## config.mk

```make
export PLATFORM = sky130hd
export DESIGN_NAME = op_state_sequencer
export DESIGN_NICKNAME = d
export VERILOG_FILES = /design/src/rtl/op_state_sequencer.sv
export SDC_FILE = /design/constraint.sdc
export NUM_CORES = 1
export LEC_CHECK = 0
export CORE_MARGIN = 2
export CORE_UTILIZATION = 52
export DETAILED_ROUTE_END_ITERATION = 8
export HOLD_SLACK_MARGIN = 0.12
export PLACE_DENSITY = 0.85
export REMOVE_ABC_BUFFERS = 1
export SLEW_MARGIN = 20
export SYNTH_ARGS = -nofsm -noshare
export SYNTH_HDL_FRONTEND = slang
export SYNTH_SLANG_ARGS = --single-unit
export TNS_END_PERCENT = 100
```

## constraint.sdc

```tcl
create_clock -name clk -period 6.35 [get_ports clk]
set_input_delay 1.905 -clock clk [delete_from_list [all_inputs] [get_ports clk]]
set_output_delay 1.905 -clock clk [all_outputs]
set_load 0.02 [all_outputs]
```

## src/rtl/op_state_sequencer.sv

```systemverilog
// ---------------------------------------------------------------------------
// op_state_sequencer
//
// Purpose:
//   Frame-based operating-state sequencer for a panel driver. After reset it
//   runs an INIT waveform of INIT_FRAMES frames, then stays in NORMAL. It can
//   run an in-place clear (CLEAR_NORMAL, CLEAR_FRAMES frames) or a full
//   re-init on request. State and frame counter advance only on accepted
//   frame ticks (frame_tick while en), so both are stable for a whole frame.
//
// Parameters:
//   INIT_FRAMES   frame length of the power-up init waveform   (1..2047)
//   CLEAR_FRAMES  frame length of an in-place screen clear     (1..2047)
//
// Ports:
//   clk            in   system clock, rising edge
//   rst_n          in   asynchronous active-low reset
//   en             in   sequencer enable; 0 freezes state (requests still latch)
//   frame_tick     in   one-cycle pulse at each frame boundary
//   clear_req      in   one-cycle pulse requesting an in-place clear
//   reinit_req     in   one-cycle pulse requesting a full re-init
//   op_state       out  0=INIT, 1=NORMAL, 2=CLEAR_NORMAL (3 never driven)
//   op_framecount  out  frame index within the current state
//   op_commit      out  one-cycle pulse after every accepted tick
//   clear_done     out  one-cycle pulse when a clear completes
//   busy           out  state != NORMAL or a request is pending
// ---------------------------------------------------------------------------
module op_state_sequencer #(
  parameter logic [10:0] INIT_FRAMES  = 11'd340,
  parameter logic [10:0] CLEAR_FRAMES = 11'd120
) (
  input  logic        clk,
  input  logic        rst_n,
  input  logic        en,
  input  logic        frame_tick,
  input  logic        clear_req,
  input  logic        reinit_req,
  output logic [1:0]  op_state,
  output logic [10:0] op_framecount,
  output logic        op_commit,
  output logic        clear_done,
  output logic        busy
);

  typedef enum logic [1:0] {
    ST_INIT   = 2'd0,
    ST_NORMAL = 2'd1,
    ST_CLEAR  = 2'd2
  } op_state_e;

  localparam logic [10:0] COUNT_MAX  = 11'd2047;
  localparam logic [10:0] INIT_LAST  = INIT_FRAMES - 11'd1;
  localparam logic [10:0] CLEAR_LAST = CLEAR_FRAMES - 11'd1;

  op_state_e   state_q, state_d;
  logic [10:0] count_q, count_d;
  logic        commit_q, commit_d;
  logic        done_q, done_d;
  logic        clr_pend_q, clr_pend_d;
  logic        init_pend_q, init_pend_d;

  logic        tick_acc_s;
  logic        eff_reinit_s;
  logic        eff_clear_s;
  logic [10:0] count_inc_s;

  assign tick_acc_s   = en & frame_tick;
  // A request arriving with the tick counts as already pending at that tick.
  assign eff_reinit_s = init_pend_q | reinit_req;
  assign eff_clear_s  = clr_pend_q | clear_req;
  // Only NORMAL can reach the top of the counter; it holds there.
  assign count_inc_s  = (count_q == COUNT_MAX) ? COUNT_MAX : (count_q + 11'd1);

  // Next-state, counter, pulse and pending-flag computation.
  always_comb begin
    state_d     = state_q;
    count_d     = count_q;
    commit_d    = 1'b0;
    done_d      = 1'b0;
    // Requests accumulate in every cycle, including while en=0.
    clr_pend_d  = eff_clear_s;
    init_pend_d = eff_reinit_s;

    if (tick_acc_s) begin
      commit_d = 1'b1;
      if (eff_reinit_s) begin
        // Re-init wins in every state. INIT wipes the panel, so any pending
        // clear is dropped and an in-flight clear ends without clear_done.
        state_d     = ST_INIT;
        count_d     = 11'd0;
        init_pend_d = 1'b0;
        clr_pend_d  = 1'b0;
      end else begin
        case (state_q)
          ST_INIT: begin
            // Clear requests are meaningless while the init waveform runs.
            clr_pend_d = 1'b0;
            if (count_q == INIT_LAST) begin
              state_d = ST_NORMAL;
              count_d = 11'd0;
            end else begin
              count_d = count_inc_s;
            end
          end
          ST_NORMAL: begin
            if (eff_clear_s) begin
              state_d    = ST_CLEAR;
              count_d    = 11'd0;
              clr_pend_d = 1'b0;
            end else begin
              count_d = count_inc_s;
            end
          end
          ST_CLEAR: begin
            // A clear_req seen here stays pending and starts a second clear
            // on the first tick spent back in NORMAL.
            if (count_q == CLEAR_LAST) begin
              state_d = ST_NORMAL;
              count_d = 11'd0;
              done_d  = 1'b1;
            end else begin
              count_d = count_inc_s;
            end
          end
          default: begin
            // Illegal encoding: fall back to a full init.
            state_d    = ST_INIT;
            count_d    = 11'd0;
            clr_pend_d = 1'b0;
          end
        endcase
      end
    end else begin
      // No accepted tick: state and counter hold, no pulses.
      state_d  = state_q;
      count_d  = count_q;
    end
  end

  // State, counter, output pulses and pending flags.
  always_ff @(posedge clk or negedge rst_n) begin
    if (!rst_n) begin
      state_q     <= ST_INIT;
      count_q     <= 11'd0;
      commit_q    <= 1'b0;
      done_q      <= 1'b0;
      clr_pend_q  <= 1'b0;
      init_pend_q <= 1'b0;
    end else begin
      state_q     <= state_d;
      count_q     <= count_d;
      commit_q    <= commit_d;
      done_q      <= done_d;
      clr_pend_q  <= clr_pend_d;
      init_pend_q <= init_pend_d;
    end
  end

  assign op_state      = state_q;
  assign op_framecount = count_q;
  assign op_commit     = commit_q;
  assign clear_done    = done_q;
  assign busy          = (state_q != ST_NORMAL) | clr_pend_q | init_pend_q;

  op_state_sequencer_chk u_chk (
    .clk        (clk),
    .rst_n      (rst_n),
    .en         (en),
    .frame_tick (frame_tick),
    .op_state   (op_state),
    .op_commit  (op_commit),
    .clear_done (clear_done)
  );

endmodule

// ---------------------------------------------------------------------------
// op_state_sequencer_chk
//
// Purpose:
//   Protocol properties of the sequencer outputs.
//
// Ports (all inputs): clk, rst_n, en, frame_tick, op_state, op_commit,
//   clear_done -- taps of the sequencer interface.
// ---------------------------------------------------------------------------
module op_state_sequencer_chk (
  input logic       clk,
  input logic       rst_n,
  input logic       en,
  input logic       frame_tick,
  input logic [1:0] op_state,
  input logic       op_commit,
  input logic       clear_done
);

  a_state_legal: assert property (@(posedge clk) disable iff (!rst_n)
    op_state != 2'd3);

  a_done_with_commit: assert property (@(posedge clk) disable iff (!rst_n)
    clear_done |-> op_commit);

  a_done_in_normal: assert property (@(posedge clk) disable iff (!rst_n)
    clear_done |-> (op_state == 2'd1));

  a_commit_after_tick: assert property (@(posedge clk) disable iff (!rst_n)
    op_commit == $past(en & frame_tick));

  a_state_change_commits: assert property (@(posedge clk) disable iff (!rst_n)
    (op_state != $past(op_state)) |-> op_commit);

endmodule

```

==> impl_results.md, run 1 <==
- Status: complete, no violations
- 1st-iter DRT viols: 28
- Most common cell after layout, fill and taps aside: clkdlybuf4s50_1
- Sw frac: 0.2544
- Leak pwr: between 0.5 and 0.6 nW
- Hold-fix buffers at CTS: 0
- Int Power: 0.1429 mW
- Root Driver: clkbuf_4
- Power per cell area: 156.2 nW/um2
- Sum of negative setup slack: 0 ns
- IR Drop Worst-Case VDD: 0.0001308 V
- Syn. warnings: 0
- CP max FO: 19
- Ys async rst share: 1.000
- Area grow syn2layout: 25.45%
- Nets: 142
- Sequential area share after synthesis: 0.4348
- Drt total wl: 2123 um
- PortBufs: 21
- Hold Crit Depth: 2
- Max incr delay on CP: 0.92 ns
- Row count: 15
- Power, Total: 0.1917 mW
- Initial antenna violation count: 0
- CTS tree: yes
- Clock sinks: 17
- Setup bufs post-CTS: 0
- CP dominant cell by count: nand2_1
- Slew HR: 0.3096
- Highest routing layer actually used: met4
- GPL Wtd Cong: 0.7813
- Final Skew: 0.001545 ns
- Setup WS post-layout: 2.188 ns
- Worst-path cell chain: clkdlybuf4s50_1 > nand2_1 > inv_1 > nand2_1 > o32ai_2 > o21ai_0 > nand3_1
- Syn Area/Cell: between 8 and 9 um2
- RSZ-0062 raised after global routing: false
- Slew at the pin closest to its max-slew limit: 1.036 ns
- CP arrival: 4.39 ns
- Number of flops mapped to enable cells by yosys: 0
- Antenna-violating nets left: 0
- Core area: between 1500 and 2000 um2
- Crit path kind: primary input to register
- Detailed-placement wirelength estimate: 1538 um
- Routed met2 length: a little over 1000 um
- Dpl ws: 1.905 ns
- Synth Flop Type: dfrtp_1
- Final global-route overflow total: 0
- Cts repair resizes: 0
- Post-synthesis cell type count: 30
- Layout cells sized above 1: 0.07463
- Area post-placement: 1201 um2
- Sw Pwr: 0.04876 mW
- Clk pwr share: 0.319
- Met3 WL post-DR: around 140 um
- Chip Height: roughly 47 um
- Antenna Diode Count: 0
- Global-route usage over all layers: 0.2197
- Final core occ: 0.7032
- Pin count of the biggest net entering global routing: 20
- CP Launch Type: primary input
- Pins Over Slew Limit: 0
- Critical Path RT: 6.58 ns
- DRT Pass-1 Iters: 4
- Tmin final: 4.162 ns
- Fmax: 240.3 MHz
- H-tree depth: 1
- Initial Util: 0.5606
- Reg2reg path depth: 5
- Seq pwr share: 0.590
- Hold Violations, Final: 0
- Latest clock arrival within the worst-skew pair: approximately 0.3 ns
- TritonCTS Buffers: 3
- Fin crit share: 0.6554
- DRC: 0
- Max stage delay cell, worst path: o32ai_2
- Die Wd: 47.38 um
- WL per Instance: roughly 13 um
- CTS max path bufs: 2
- Max cap viols: 0
- Setup violations, final: 0
- Final Cell Area: 1227 um2
- Die footprint: 2244 um2
- Crit. End Element: register
- Worst-path clk slew: roughly 0.10 ns
- Vias in the first global route: 816
- Number of synthesized register bits: 17
- Gate Count Post-Synth: 112
- Post-Route M1 WL: 939 um
- Ports: 22
- Post-synthesis cell area: 978.4 um2
- Vias/cell: 5.642
- Combinational power share: 0.091
- Via Count: about 900
- Hold crit path type: register to register
- First-pass GRT wire length: 3477 um
- Commonest cells after routing, fill and taps aside: 21 x clkdlybuf4s50_1, 17 x dfrtp_1, 16 x nand2_1
per-stage QoR:
step	hold WS (ns)	std cells
finish	0.5416	159
global placement	0.5135	155
detailed placement	0.5255	155
floorplan	0.4822	109
global route	0.5936	159
CTS	0.5486	159
power groups by stage:
stage | clock network [mW] | logic [mW] | registers [mW]
after detailed placement | 0 | 0.0178 | 0.115
after CTS | 0.0629 | 0.0179 | 0.113
after global placement | 0 | 0.0173 | 0.115
after global routing | 0.0663 | 0.0198 | 0.113
final | 0.0611 | 0.0175 | 0.113
after floorplan | 0 | 0.00585 | 0.117
metal layers:
metal	global-route usage	up-vias
li1	-	446
met1	0.2738	410
met2	0.3757	35
met3	0.03846	6
met4	0.08333	0
met5	0	-
Yosys cell counts (2+ instances only):
library cell | instances | share of area
dfrtp_1 | 17 | 0.43
nand2_1 | 16 | 0.061
nand3_1 | 14 | 0.072
o21ai_0 | 14 | 0.072
nor2_1 | 12 | 0.046
inv_1 | 4 | 0.015
nor2b_1 | 4 | 0.026
a21oi_1 | 3 | 0.015
a21o_1 | 2 | 0.015
and3_1 | 2 | 0.013
clkbuf_1 | 2 | 0.0077
nand3b_1 | 2 | 0.015
nand4_1 | 2 | 0.013
or4b_1 | 2 | 0.020
critical path: cells and delay by family:
| kind | cells | cell delay, ns |
|---|---|---|
| AOI/OAI and AO/OA | 2 | 1.20 |
| buffers and inverters | 2 | 0.68 |
| and+or+nand+nor | 3 | 0.60 |
sequential cells by signal, indices dropped and copies added, names as in the netlist:
register / count
clr_pend_q: 1
clear_done: 1
op_framecount: 11
op_commit: 1
init_pend_q: 1
op_state: 2
cells by family after synthesis:
| family | share of synthesized area |
|---|---|
| AND/OR/NAND/NOR | 0.3555 |
| AO/OA/AOI/OAI | 0.1624 |
| flip-flops | 0.4348 |
| buffers and inverters | 0.03452 |
| adder cells (fa/ha/maj) | 0.01279 |
cell type report:
cell class / count / area, um2
Fill cell: 146 / 518.0
Sequential cell: 17 / 425.4
Tap cell: 25 / 31.28
Timing Repair Buffer: 21 / 210.2
Inverter: 4 / 15.01
Clock buffer: 4 / 26.28
Multi-Input combinational cell: 88 / 519.2
worst paths after layout:
check	start	to	slack, ns
hold reg to reg	op_framecount[1]	op_framecount[1]	0.54
setup reg to reg	init_pend_q	op_framecount[6]	4.03
hold / removal	op_framecount[1]	op_framecount[1]	0.54
max in group asynchronous	rst_n	op_framecount[5]	3.85
setup / recovery	en	op_framecount[6]	2.19
min in group asynchronous	rst_n	clr_pend_q	2.04
No activity file was read; power rests on OpenSTA's default activity.
==> run 2: changes to the inputs <==
- CORE_UTILIZATION: 52 -> 44
- PLACE_DENSITY: 0.85 -> 0.77
- clock period: 6.35 -> 3.3 ns (I/O delays scaled with it)
==> impl_results.md, run 2 (synthesis gave the netlist of run 1 again) <==
- Reg2reg end: op_framecount[5]
- Setup violations, final: 0 (unchanged)
- Status: complete, no violations
- Hold Crit Depth: 2 (unchanged)
- Die footprint: 2617 um2 (+17%)
- Drt total wl: 2121 um (about the same)
- R2R Setup Slk: 1.11 ns (-2.92 ns)
- Tmin final: 2.987 ns
- TritonCTS Buffers: 3 (unchanged)
- Row count: 17 (+2)
- CTS max path bufs: 2 (unchanged)
- Setup bufs post-CTS: 0 (unchanged)
- Detailed-placement wirelength estimate: 1548 um (+0.66%)
- Area grow syn2layout: 27.37%
- Initial Util: 0.4554 (-0.1051)
- Root Driver: clkbuf_4
- CP max FO: 8 (-11)
- Die Wd: 51.16 um (+8.0%)
- Hold-fix buffers at CTS: 0 (unchanged)
- DRC: 0 (unchanged)
- Reg2reg path depth: 6 (+1)
- Nets: 144 (+1.4%)
- Most common cell after layout, fill and taps aside: clkdlybuf4s50_1
- CTS tree: yes
- Max reg flops: 11 (unchanged)
- H-tree depth: 1 (unchanged)
- Fmax: ~330 MHz
- End of the worst hold path: clr_pend_q
- Worst-path cell chain: or4b_2 > clkdlybuf4s50_1
- Max incr delay on CP: 0.68 ns (-0.24 ns)
- Layout cells sized above 1: 0.08824 (+0.01361)
- Hold crit path type: register to register
- Via Count: 906 (+1.0%)
- Vias in the first global route: 819 (+0.37%)
- Final Skew: 0.003949 ns (+0.002404 ns)
- DRT Pass-1 Iters: 4 (unchanged)
- Latest clock arrival within the worst-skew pair: 0.28 ns (-0.02 ns)
- IR Drop Worst-Case VDD: 0.0001797 V (+37%)
- Pins Over Slew Limit: 0 (unchanged)
- Cts repair resizes: 0 (unchanged)
- Initial antenna violation count: 0 (unchanged)
- Clock sinks: 17 (unchanged)
- WL per Instance: 12.93 um (-3.1%)
- Core area: 2148 um2 (+23%)
- 1st-iter DRT viols: 31 (+11%)
- Slew at the pin closest to its max-slew limit: 0.7508 ns (-0.2848 ns)
- Crit. End Element: output port
- CP Launch Type: register
- Leak pwr: 0.5515 nW (+1.8%)
- Slew HR: 0.4979 (+0.1883)
- Fin crit share: 0.9051
- Antenna Diode Count: 0 (unchanged)
- Power, Total: 0.3633 mW (+90%)
- Crit path kind: register to output port
- Hold path startpoint: clr_pend_q
- Max cap viols: 0 (unchanged)
- CP arrival: 2.00 ns (-2.39 ns)
- Antenna-violating nets left: 0 (unchanged)
- Sum of negative setup slack: 0 ns (unchanged)
- GPL Wtd Cong: 0.7828 (+0.19%)
- Worst R2R Start: op_framecount[7]
- First-pass GRT wire length: 3512 um (+1.0%)
- Vias/cell: 5.524 (-2.1%)
- Final global-route overflow total: 0 (unchanged)
- Commonest cells after routing, fill and taps aside: 21 x clkdlybuf4s50_1, 17 x dfrtp_1, 16 x nand2_1
- Critical Path RT: 2.31 ns (-4.27 ns)
- PortBufs: 21 (unchanged)
- Global-route usage over all layers: 0.1775 (-0.04219)
- Max stage delay cell, worst path: or4b_2
- Chip Height: 51.16 um (+8.0%)
- RSZ-0062 raised after global routing: false
- Hold Violations, Final: 0 (unchanged)
- Ports: 22 (unchanged)
- Power per cell area: 291.5 nW/um2 (+87%)
- Worst-path clk slew: 0.10 ns (about the same)
- Pin count of the biggest net entering global routing: 20 (unchanged)
==> run 2: worst max path at each step <==
stage | from | endpoint | slack, ns | cells past startpoint
5_1_grt | op_state[1] | busy | 0.24 | 2
3_3_place_gp | op_state[1] | busy | 0.63 | 2
2_1_floorplan | en | op_framecount[2] | 0.79 | 6
6_report | op_state[1] | busy | 0.31 | 2
4_1_cts | op_state[1] | busy | 0.29 | 2
3_5_place_dp | reinit_req | op_framecount[5] | 0.58 | 7
==> run 2: layout make-up <==
class                           instances  area, um2
Clock buffer                            4      26.28
Timing Repair Buffer                   23      225.2
Sequential cell                        17      425.4
Multi-Input combinational cell         88      519.2
Fill cell                             206      902.1
Inverter                                4      15.01
Tap cell                               28      35.03
==> run 2: report_power, final <==
group | switching [mW] | leakage, nW | internal, mW
clock network | 0.0634 | 0.0150 | 0.0469
logic | 0.0199 | 0.307 | 0.0158
registers | 0.00407 | 0.230 | 0.213
total | 0.0873 | 0.552 | 0.276
==> run 2: through the flow <==
step	cells	area, um2	hold slack, ns	util	worst slack [ns]
finish	164	1246	0.5425	0.5801	0.3132
global route	164	1246	0.5743	0.5801	0.2431
CTS	164	1246	0.5513	0.5801	0.2946
detailed placement	160	1220	0.5260	0.5679	0.5760
global placement	160	1220	0.4978	0.5679	0.6335
floorplan	109	959.7	0.4822	-	0.7917
==> run 2: worst max-delay path: cells and delay by family (launching register included) <==
family,cells,cell delay [ns]
flip-flops,1,0.48
buffers and inverters,1,0.56
AND/OR/NAND/NOR,1,0.68
==> run 2: routing by layer <==
metal	track usage	vias up	part of all wire	routed length (um)
li1	-	453	-	-
met1	0.2274	428	0.45	944
met2	0.3074	25	0.51	1089
met3	0.01754	0	0.041	87
met4	0.06757	0	0	0
met5	0	-	0	0
==> run 3: changes to the inputs <==
- SLEW_MARGIN: 20 -> unset
==> results of run 3 <==
Same layout as run 2: the final DEF is identical, and so are final timing and power.
